===== config.mk =====
export PLATFORM = sky130hd
export DESIGN_NAME = bitwise_stage
export DESIGN_NICKNAME = d
export VERILOG_FILES = /design/src/rtl/alu_pkg.sv /design/src/rtl/bitwise_op_sel.sv /design/src/rtl/bitwise_wordgate.sv /design/src/rtl/bitwise_stage.sv
export SDC_FILE = /design/constraint.sdc
export NUM_CORES = 1
export LEC_CHECK = 0
export CAP_MARGIN = 10
export CORE_MARGIN = 3
export CORE_UTILIZATION = 25
export CTS_BUF_LIST = sky130_fd_sc_hd__clkbuf_2
export DETAILED_ROUTE_END_ITERATION = 6
export GPL_ROUTABILITY_DRIVEN = 0
export PLACE_DENSITY_LB_ADDON = 0.05
export REMOVE_ABC_BUFFERS = 1
export SETUP_SLACK_MARGIN = 0.4
export SYNTH_ARGS = -nofsm -noshare
export SYNTH_HDL_FRONTEND = slang
export SYNTH_SLANG_ARGS = --single-unit

===== constraint.sdc =====
create_clock -name clk -period 5.1 [get_ports clk]
set_input_delay 1.02 -clock clk [delete_from_list [all_inputs] [get_ports clk]]
set_output_delay 1.02 -clock clk [all_outputs]
set_load 0.1 [all_outputs]

===== src/rtl/alu_pkg.sv =====
// Shared ALU definitions: bitwise opcode map and skid-buffer state encoding.
package alu_pkg;

  localparam logic [2:0] OP_AND  = 3'b000;
  localparam logic [2:0] OP_OR   = 3'b001;
  localparam logic [2:0] OP_XOR  = 3'b010;
  localparam logic [2:0] OP_XNOR = 3'b011;
  localparam logic [2:0] OP_NAND = 3'b100;
  localparam logic [2:0] OP_NOR  = 3'b101;
  localparam logic [2:0] OP_NOT  = 3'b110;
  localparam logic [2:0] OP_PASS = 3'b111;

  typedef enum logic [1:0] {
    ST_EMPTY = 2'd0,
    ST_ONE   = 2'd1,
    ST_TWO   = 2'd2
  } state_t;

endpackage


===== src/rtl/bitwise_op_sel.sv =====
// Bitwise function select over the word gates.
// Latency: combinational. Backpressure: none (no handshake at this level).
// NAND/NOR reuse the AND/OR gates and invert at the mux.
module bitwise_op_sel
  import alu_pkg::*;
#(
  parameter int w = 64
) (
  input  logic [2:0]   op,
  input  logic [w-1:0] in_0,
  input  logic [w-1:0] in_1,
  output logic [w-1:0] res
);

  logic [w-1:0] and_y, or_y, xor_y, xnor_y;

  and_wordgate  #(.w(w)) u_and  (.a(in_0), .b(in_1), .y(and_y));
  or_wordgate   #(.w(w)) u_or   (.a(in_0), .b(in_1), .y(or_y));
  xor_wordgate  #(.w(w)) u_xor  (.a(in_0), .b(in_1), .y(xor_y));
  xnor_wordgate #(.w(w)) u_xnor (.a(in_0), .b(in_1), .y(xnor_y));

  always_comb begin
    res = '0;
    case (op)
      OP_AND:  res = and_y;
      OP_OR:   res = or_y;
      OP_XOR:  res = xor_y;
      OP_XNOR: res = xnor_y;
      OP_NAND: res = ~and_y;
      OP_NOR:  res = ~or_y;
      OP_NOT:  res = ~in_0;
      OP_PASS: res = in_1;
      default: res = '0;
    endcase
  end

endmodule


===== src/rtl/bitwise_wordgate.sv =====
// Word-wide two-input gates: purely combinational, zero latency, no flow control.
module and_wordgate #(parameter int w = 64) (
  input  logic [w-1:0] a,
  input  logic [w-1:0] b,
  output logic [w-1:0] y
);
  assign y = a & b;
endmodule

module or_wordgate #(parameter int w = 64) (
  input  logic [w-1:0] a,
  input  logic [w-1:0] b,
  output logic [w-1:0] y
);
  assign y = a | b;
endmodule

module xor_wordgate #(parameter int w = 64) (
  input  logic [w-1:0] a,
  input  logic [w-1:0] b,
  output logic [w-1:0] y
);
  assign y = a ^ b;
endmodule

module xnor_wordgate #(parameter int w = 64) (
  input  logic [w-1:0] a,
  input  logic [w-1:0] b,
  output logic [w-1:0] y
);
  assign y = ~(a ^ b);
endmodule


===== src/rtl/bitwise_stage.sv =====
// Registered bitwise-logic stage with 2-entry skid buffer; optional zero/parity flags (LOGIC_FLAGS_EN).
// Latency: 1 cycle accept-to-result. Backpressure: in_ready is a flop, low only while both M and S hold results.
// S stores computed results, so a stall never needs the operands again.
module bitwise_stage
  import alu_pkg::*;
#(
  parameter int w = 64
) (
  input  logic                clk,
  input  logic                rst_b,
  input  logic                in_valid,
  output logic                in_ready,
  input  logic [2:0]          op,
  input  logic signed [w-1:0] in_0,
  input  logic signed [w-1:0] in_1,
  output logic                out_valid,
  input  logic                out_ready,
  output logic signed [w-1:0] result
`ifdef LOGIC_FLAGS_EN
  ,
  output logic                zero,
  output logic                parity
`endif
);

  state_t       state, state_nxt;
  logic [w-1:0] res, m_dat, s_dat;
  logic         accept, consume;
  logic         load_m, load_s, move_s;

  bitwise_op_sel #(.w(w)) u_sel (
    .op   (op),
    .in_0 (in_0),
    .in_1 (in_1),
    .res  (res)
  );

  assign accept  = in_valid && in_ready;
  assign consume = out_valid && out_ready;

  always_ff @(posedge clk or negedge rst_b) begin
    if (!rst_b) state <= ST_EMPTY;
    else        state <= state_nxt;
  end

  always_comb begin
    state_nxt = state;
    case (state)
      ST_EMPTY: if (accept) state_nxt = ST_ONE;
      ST_ONE: begin
        if (accept && !consume)      state_nxt = ST_TWO;
        else if (!accept && consume) state_nxt = ST_EMPTY;
      end
      ST_TWO:   if (consume) state_nxt = ST_ONE;
      default:  state_nxt = ST_EMPTY;
    endcase
  end

  always_comb begin
    out_valid = (state != ST_EMPTY);
    load_m    = 1'b0;
    load_s    = 1'b0;
    move_s    = 1'b0;
    case (state)
      ST_EMPTY: load_m = accept;
      ST_ONE: begin
        load_m = accept && consume;
        load_s = accept && !consume;
      end
      ST_TWO: begin
        load_m = consume;
        move_s = consume;
      end
      default: ;
    endcase
  end

  always_ff @(posedge clk or negedge rst_b) begin
    if (!rst_b) begin
      in_ready <= 1'b1;
      m_dat    <= '0;
      s_dat    <= '0;
    end else begin
      in_ready <= (state_nxt != ST_TWO);
      if (load_m) m_dat <= move_s ? s_dat : res;
      if (load_s) s_dat <= res;
    end
  end

  assign result = m_dat;

`ifdef LOGIC_FLAGS_EN
  logic zero_s, parity_s;

  // Flags travel with their result so they stay aligned across the S->M move.
  always_ff @(posedge clk or negedge rst_b) begin
    if (!rst_b) begin
      zero     <= 1'b1;
      parity   <= 1'b0;
      zero_s   <= 1'b1;
      parity_s <= 1'b0;
    end else begin
      if (load_m) begin
        zero   <= move_s ? zero_s   : ~|res;
        parity <= move_s ? parity_s : ^res;
      end
      if (load_s) begin
        zero_s   <= ~|res;
        parity_s <= ^res;
      end
    end
  end
`endif

endmodule


==> metrics.txt <==
critical-path maximum fanout=8; H-tree levels=4; Mapped Avg Cell Area=8.49 sq um; period utilization=0.695; EDFF count, synth=0; setup violators final=0; first-pass GRT wire length=61.0 mm; worst-path cell chain=or2_2 > clkdlybuf4s50_1; initial antenna violation count=1; VDD IR max=0.298 mV; IO Port Bufs=200; RSZ-0062 raised after global routing=false; GRT overflow=0; Seq cells post-synth=131; Synth top area share=0.272; largest net degree at the start of global routing=156; share of layout cells above drive strength 1=0.0877; Max-cap violations=0; WL met2=19.3 mm; Syn. warnings=0; slew margin rel.=0.284; Power Dens Cells=445 nW/um^2; initial core utilization=0.255; All-Layer GR Usage=0.155; setup repair bufs after CTS=0; Post-Route Skew=0.0301 ns; area grow syn2layout=22.8%; Antenna Violating Nets Remaining=0; routed wl met3=1.01 mm; die area=50,600 sq um; Area contributors post-synth=dfrtp_1 (27%), ha_1 (13%), mux2_2 (5.6%); sequential cell area=3280 sq um; CTS buffer count=17; die height=225 um; vias per cell=4.82; Longest Clk Path Bufs=2; clock slew at reported path FFs=0.22 ns; top layer in use=met4; drt drc=0; post-route setup TNS=0 ns; Placement Rows=79; commonest cells in the netlist=dfrtp_1 (130), inv_1 (130), ha_1 (128); Filler Cells Inserted=4,952; DR iter-0 viols=436; Clk Latency, worst-skew pair=0.70 ns; Fin Hold WS=0.296 ns; Hold Fails Final Rpt=0; Crit. End Element=output port; Core Area=47,000 sq um; Worst setup SP type=flip-flop; CP max stage delay=1.12 ns; Synth Flop Type=dfrtp_1; final net count=1,800; Multi-input gate area=7720 sq um; Max Fclk=282 MHz; HP Class=primary input to asynchronous set/reset pin; Worst EP required=4.08 ns; critical path's top delay family=buffers and inverters; metal1 wirelength=18.9 mm; Post-Syn Area=12,000 sq um; Post-Syn Instances=1,411; DRT Wirelength=39.5 mm; DP HPWL=25.5 mm; slowest CP cell=clkdlybuf4s50_1; via count=10,400; Worst-Margin Slew=1.07 ns; post-synthesis sequential area ratio=0.274; Hold Buf Count CTS=0; Synth async-reset ratio=1.00; Tmin final=3.55 ns; post-synth cell types=47; vias in the first global route=10,400; drt pass-1 iters=4; CTS root buffer=clkbuf_2; Leak=6.89 nW; Yosys top cell by area=dfrtp_1; TritonCTS clock tree=built; Crit path arrival time=2.53 ns; I/O Pins=201; Crit Path Category=flip-flop to output port; # clock sinks=131; CP bufs+invs=1; outcome=finished clean; Final Max Tran Viols=0; WL/cell=18.3 um; Die X=225 um; post-CTS resize count=0
final cells by class:
type	instances	share of cell area
clock buffers	19	0.00646
clock inverters	13	0.0110
well taps	607	0.0516
flip-flops and latches	131	0.223
inverters	131	0.0334
repair buffers	219	0.149
diodes	1	0.000170
multi-input cells	1037	0.525
power by group:
| part | switching, W | internal [W] |
|---|---|---|
| clock network | 0.000429 | 0.000278 |
| logic | 0.00271 | 0.00124 |
| registers | 0.000352 | 0.00153 |
flip-flops by register name, summed over array words and instances, names as in the netlist:
signal,cells
result,64
s_dat,64
state,2
in_ready,1
worst paths after layout:
check | end | slack [ns] | cells past startpoint | start
min | result[59]$_DFFE_PN0P_ | 0.30 | 1 | rst_b
min reg2reg | s_dat[24]$_DFFE_PN0P_ | 0.53 | 1 | s_dat[24]$_DFFE_PN0P_
max | out_valid | 1.55 | 2 | state[1]$_DFF_PN0_
max in group asynchronous | s_dat[61]$_DFFE_PN0P_ | 3.77 | 2 | rst_b
max reg2reg | s_dat[5]$_DFFE_PN0P_ | 2.68 | 5 | in_ready$_DFF_PN1_
min in group clk | s_dat[24]$_DFFE_PN0P_ | 0.53 | 1 | s_dat[24]$_DFFE_PN0P_
through the flow:
step | instance area, sq um | util | total power (W) | setup WS [ns] | instances
2_1_floorplan | 11500 | - | 0.00469 | 0.754 | 1299
3_3_place_gp | 14500 | 0.308 | 0.00590 | 1.64 | 2125
3_5_place_dp | 14500 | 0.308 | 0.00590 | 1.60 | 2125
4_1_cts | 14700 | 0.313 | 0.00665 | 1.43 | 2157
5_1_grt | 14700 | 0.313 | 0.00692 | 1.41 | 2158
6_report | 14700 | 0.313 | 0.00654 | 1.55 | 2158
logic make-up (layout without fill, tap and decap cells):
group / Yosys count / after routing / synth area share
compound gates: 396 / 396 / 0.231
xor+xnor: 11 / 11 / 0.00804
fa+ha+maj: 128 / 128 / 0.134
buf+inv: 243 / 382 / 0.0847
flops: 131 / 131 / 0.274
mux: 111 / 111 / 0.100
other cells: 0 / 1 / 0
simple gates: 391 / 391 / 0.169
routing by layer:
metal	up-vias	global-route usage
met1	5096	0.206
li1	5157	-
met4	0	0.0252
met2	137	0.274
met3	13	0.0188
met5	-	0
layout by cell type (no fill, tap or decap), drive strengths merged, types with 2 or more instances in the layout:
master | synthesis | final
o22ai | 5 | 5
o211ai | 3 | 3
and2 | 2 | 2
a22o | 54 | 54
o21ai | 70 | 70
xnor2 | 6 | 6
a32o | 49 | 49
nor4 | 4 | 4
a21oi | 76 | 76
a221oi | 4 | 4
ha | 128 | 128
mux2 | 60 | 60
nor2b | 62 | 62
nor3 | 4 | 4
a211oi | 4 | 4
a21o | 56 | 56
nand2 | 111 | 111
bufinv | 0 | 3
o311ai | 5 | 5
a31oi | 57 | 57
inv | 131 | 131
nor2 | 85 | 85
xor2 | 5 | 5
o22a | 5 | 5
and4b | 4 | 4
nor3b | 5 | 5
nand2b | 104 | 104
o21a | 6 | 6
or3 | 2 | 2
dfrtp | 130 | 130
clkdlybuf4s50 | 0 | 196
clkinv | 0 | 9
buf | 64 | 22
clkbuf | 48 | 20
nor4bb | 4 | 4
mux2i | 50 | 50
or2 | 3 | 3
No activity file was read; power rests on OpenSTA's default activity.
==> variant 1: new RTL, same flow settings <==
`w` is set to 64 in 6 places; all go to 128.
--- a/src/rtl/bitwise_op_sel.sv
+++ b/src/rtl/bitwise_op_sel.sv
@@ -6,3 +6,3 @@
 #(
-  parameter int w = 64
+  parameter int w = 128
 ) (
--- a/src/rtl/bitwise_wordgate.sv
+++ b/src/rtl/bitwise_wordgate.sv
@@ -1,3 +1,3 @@
 // Word-wide two-input gates: purely combinational, zero latency, no flow control.
-module and_wordgate #(parameter int w = 64) (
+module and_wordgate #(parameter int w = 128) (
   input  logic [w-1:0] a,
@@ -9,3 +9,3 @@
 
-module or_wordgate #(parameter int w = 64) (
+module or_wordgate #(parameter int w = 128) (
   input  logic [w-1:0] a,
@@ -17,3 +17,3 @@
 
-module xor_wordgate #(parameter int w = 64) (
+module xor_wordgate #(parameter int w = 128) (
   input  logic [w-1:0] a,
@@ -25,3 +25,3 @@
 
-module xnor_wordgate #(parameter int w = 64) (
+module xnor_wordgate #(parameter int w = 128) (
   input  logic [w-1:0] a,
--- a/src/rtl/bitwise_stage.sv
+++ b/src/rtl/bitwise_stage.sv
@@ -6,3 +6,3 @@
 #(
-  parameter int w = 64
+  parameter int w = 128
 ) (
Interface: changed (resized in_0, in_1 and result); port bits go from 201 to 393. No check against the original RTL was run, so the function may have changed too.
==> variant 1 against the unedited design <==
Die area grew 97%. Power is 110% higher. Combinational power is 100% higher. Final cell count grew 100%. Area after synthesis increased by 100%. Final area grew 100%. Register-to-register slack got worse by 0.09 ns. Sequential cell count rose by 128. First-iteration DRC count rose to 2.5 times the old value. Routed wire length is 130% higher. Sequential share of layout area is 0.39 points lower. Setup slack got worse by 0.27 ns. Critical path type unchanged. Critical endpoint unchanged.
==> variant 1: results (changes against the unedited design) <==
- Run status: finished clean
- Worst Path Arrival: 2.80 ns (+0.27 ns)
- Largest net degree at the start of global routing: 176 (+13%)
- Commonest cells post-synth: 259 x inv_1, 258 x dfrtp_1, 256 x ha_1
- Final hold slack: 0.495 ns (+0.199 ns)
- Comb group: 0.00798 W (+100%)
- Ranking of synthesized cells by area: dfrtp_1 27%, ha_1 13%, nand2b_1 5.8%
- Clk buf depth: 3 (+1)
- Adder-Cell Fraction of Synth Area: 0.134 (+0.000266)
- Wire per inst: 20.3 um (+11%)
- First-pass GRT wire length: 136000 um (+120%)
- Final layout net count: 3615 (+100%)
- Vias/cell: 5.00 (+3.8%)
- RR Endpoint: result[23]
- R2R Path Start: state[1]
- Htree depth: 3 (-1)
- Pre-antenna DRT Iters: 6 (+2)
- DP Cell Count: 4264 (+100%)
- GRT Util Overall: 0.176 (+0.0213)
- Hold Crit Class: register to register
- Final Skew: 0.0528 ns (+0.0227 ns)
- Synth unique cells: 49 (+4.3%)
- Cts bufs inserted: 83 (+66)
- Initial antenna violation count: 12 (+11)
- Fraction of the yosys area taken by sequential cells: 0.271 (-0.00265)
- Vias in the first global route: 23100 (+120%)
- Switch share: 0.538 (+0.00375)
- Worst-path clk slew: 0.11 ns (-0.11 ns)
- Compound-cell area share of the yosys netlist: 0.231 (+0.000354)
-- variant 1: cell types whose count changed after synthesis, moves of 71 or more --
cell,delta
o21ai_1,+81
nand2b_1,+118
dfrtp_1,+128
nand2_1,+119
inv_1,+129
a21oi_1,+71
nor2_1,+78
ha_1,+128
-- variant 1: layer usage --
layer  share of wire  wire, um  GRT usage
met1            0.44     39900      0.222
met2            0.48     43100      0.302
met3           0.053      4750     0.0379
met4           0.023      2030     0.0506
met5         0.00050        45          0
-- variant 1: cell type report --
type	instances	area, um2	share of cell area
diodes	9	22.5	0.000761
clock buffers	115	576	0.0195
clock inverters	28	168	0.00567
inverters	260	978	0.0331
multi-input cells	2068	15400	0.520
flip-flops and latches	259	6480	0.219
well taps	1254	1570	0.0530
repair buffers	424	4410	0.149
-- variant 1: timing repair --
| item | 4_1_cts | 5_1_grt |
|---|---|---|
| endpoints found under the hold margin | 91 | 0 |
| buffers inserted | 0 | 0 |
| hold buffers | 1 | 0 |
==> variant 2: new RTL, config.mk and constraints unchanged <==
Without the edit above. The 3 states of `state_t` get a one-hot encoding in 3 bits.
--- a/src/rtl/alu_pkg.sv
+++ b/src/rtl/alu_pkg.sv
@@ -12,6 +12,6 @@
 
-  typedef enum logic [1:0] {
-    ST_EMPTY = 2'd0,
-    ST_ONE   = 2'd1,
-    ST_TWO   = 2'd2
+  typedef enum logic [2:0] {
+    ST_EMPTY = 3'b001,
+    ST_ONE   = 3'b010,
+    ST_TWO   = 3'b100
   } state_t;
Formal check against the unedited RTL: same outputs for any inputs over 4 cycles, from zero or initial values and one cycle with rst_b low; so few cycles prove little.
==> variant 2 against the unedited design <==
Routed wire length down 0.38%. First-iteration DRC count up 10%. Sequential cell count up 1. Critical path type unchanged. Via count down 0.79%. Setup slack worse by 0.20 ns. Area after synthesis down 3.0%. Power down 3.2%. Largest power group unchanged. Fmax down 5.4%. Final area down 3.6%.
==> variant 2: results (changes against the unedited design) <==
- Run status: finished clean
- Compound-cell area share of the yosys netlist: 0.300 (+0.0689)
- Cell Area, Placed: 14000 um2 (-3.2%)
- Relative slew slack: 0.276 (-0.00814)
- Mux cell area share after synthesis: 0.0528 (-0.0473)
- Met2 usage: 0.272 (-0.00187)
- Via Count: 10300 (-0.79%)
- Fraction of the yosys area taken by sequential cells: 0.284 (+0.0107)
- Initial antenna violation count: 2 (+1)
- Worst Path Arrival: 2.73 ns (+0.20 ns)
- Clk_lat worst skew: 0.79 ns (+0.09 ns)
- Largest net degree at the start of global routing: 121 (-22%)
- Multi-input gates: 981 (-5.4%)
- WL met3: 1300 um (+29%)
- Iter 0 DRT Violations: 481 (+10%)
- DRT Wirelength: 39300 um (-0.38%)
- GRT Util Overall: 0.160 (+0.00499)
- Pre-antenna DRT Iters: 5 (+1)
- Met1 Wirelength: 18500 um (-2.1%)
- Seq area share: 0.233 (+0.0103)
- CTS Sinks: 132 (+0.76%)
- Peak supply drop: 0.410 mV (+38%)
- Met3 Use GR: 0.0262 (+0.00742)
- Post-synthesis xor/xnor area fraction: 0.00904 (+0.00100)
- Core area: 45700 um2 (-2.7%)
- Ranking of synthesized cells by area: dfrtp_1 28%, ha_1 14%, o21ai_1 8.0%
- Non-Clock Inverter Count: 133 (+1.5%)
==> variant 2: power breakdown <==
part	internal [W]	switching (W)	leakage, nW	total (W)
registers	0.00152	0.000373	1.68	0.00189
clock network	0.000181	0.000429	0.132	0.000610
logic	0.00108	0.00275	4.41	0.00383
total	0.00278	0.00355	6.22	0.00633
==> variant 2: through the flow <==
stage	std cells	setup WS [ns]	hold slack, ns
after floorplan	1246	0.433	0.456
after global placement	2065	1.57	0.470
after detailed placement	2065	1.54	0.476
after CTS	2097	1.21	0.154
after global routing	2098	1.18	0.171
final	2098	1.35	0.229
==> variant 2: path summary, 6_finish.rpt <==
kind | startpoint | end | slack, ns | cells after the start
max in group asynchronous | rst_b | s_dat[47] | 3.84 | 2
min in group clk | s_dat[31] | s_dat[31] | 0.52 | 2
worst max register to register | in_ready | s_dat[27] | 3.04 | 6
worst max-delay path | state[0] | out_valid | 1.35 | 3
worst min-delay path | rst_b | result[29] | 0.23 | 1
worst min register to register | s_dat[31] | s_dat[31] | 0.52 | 2
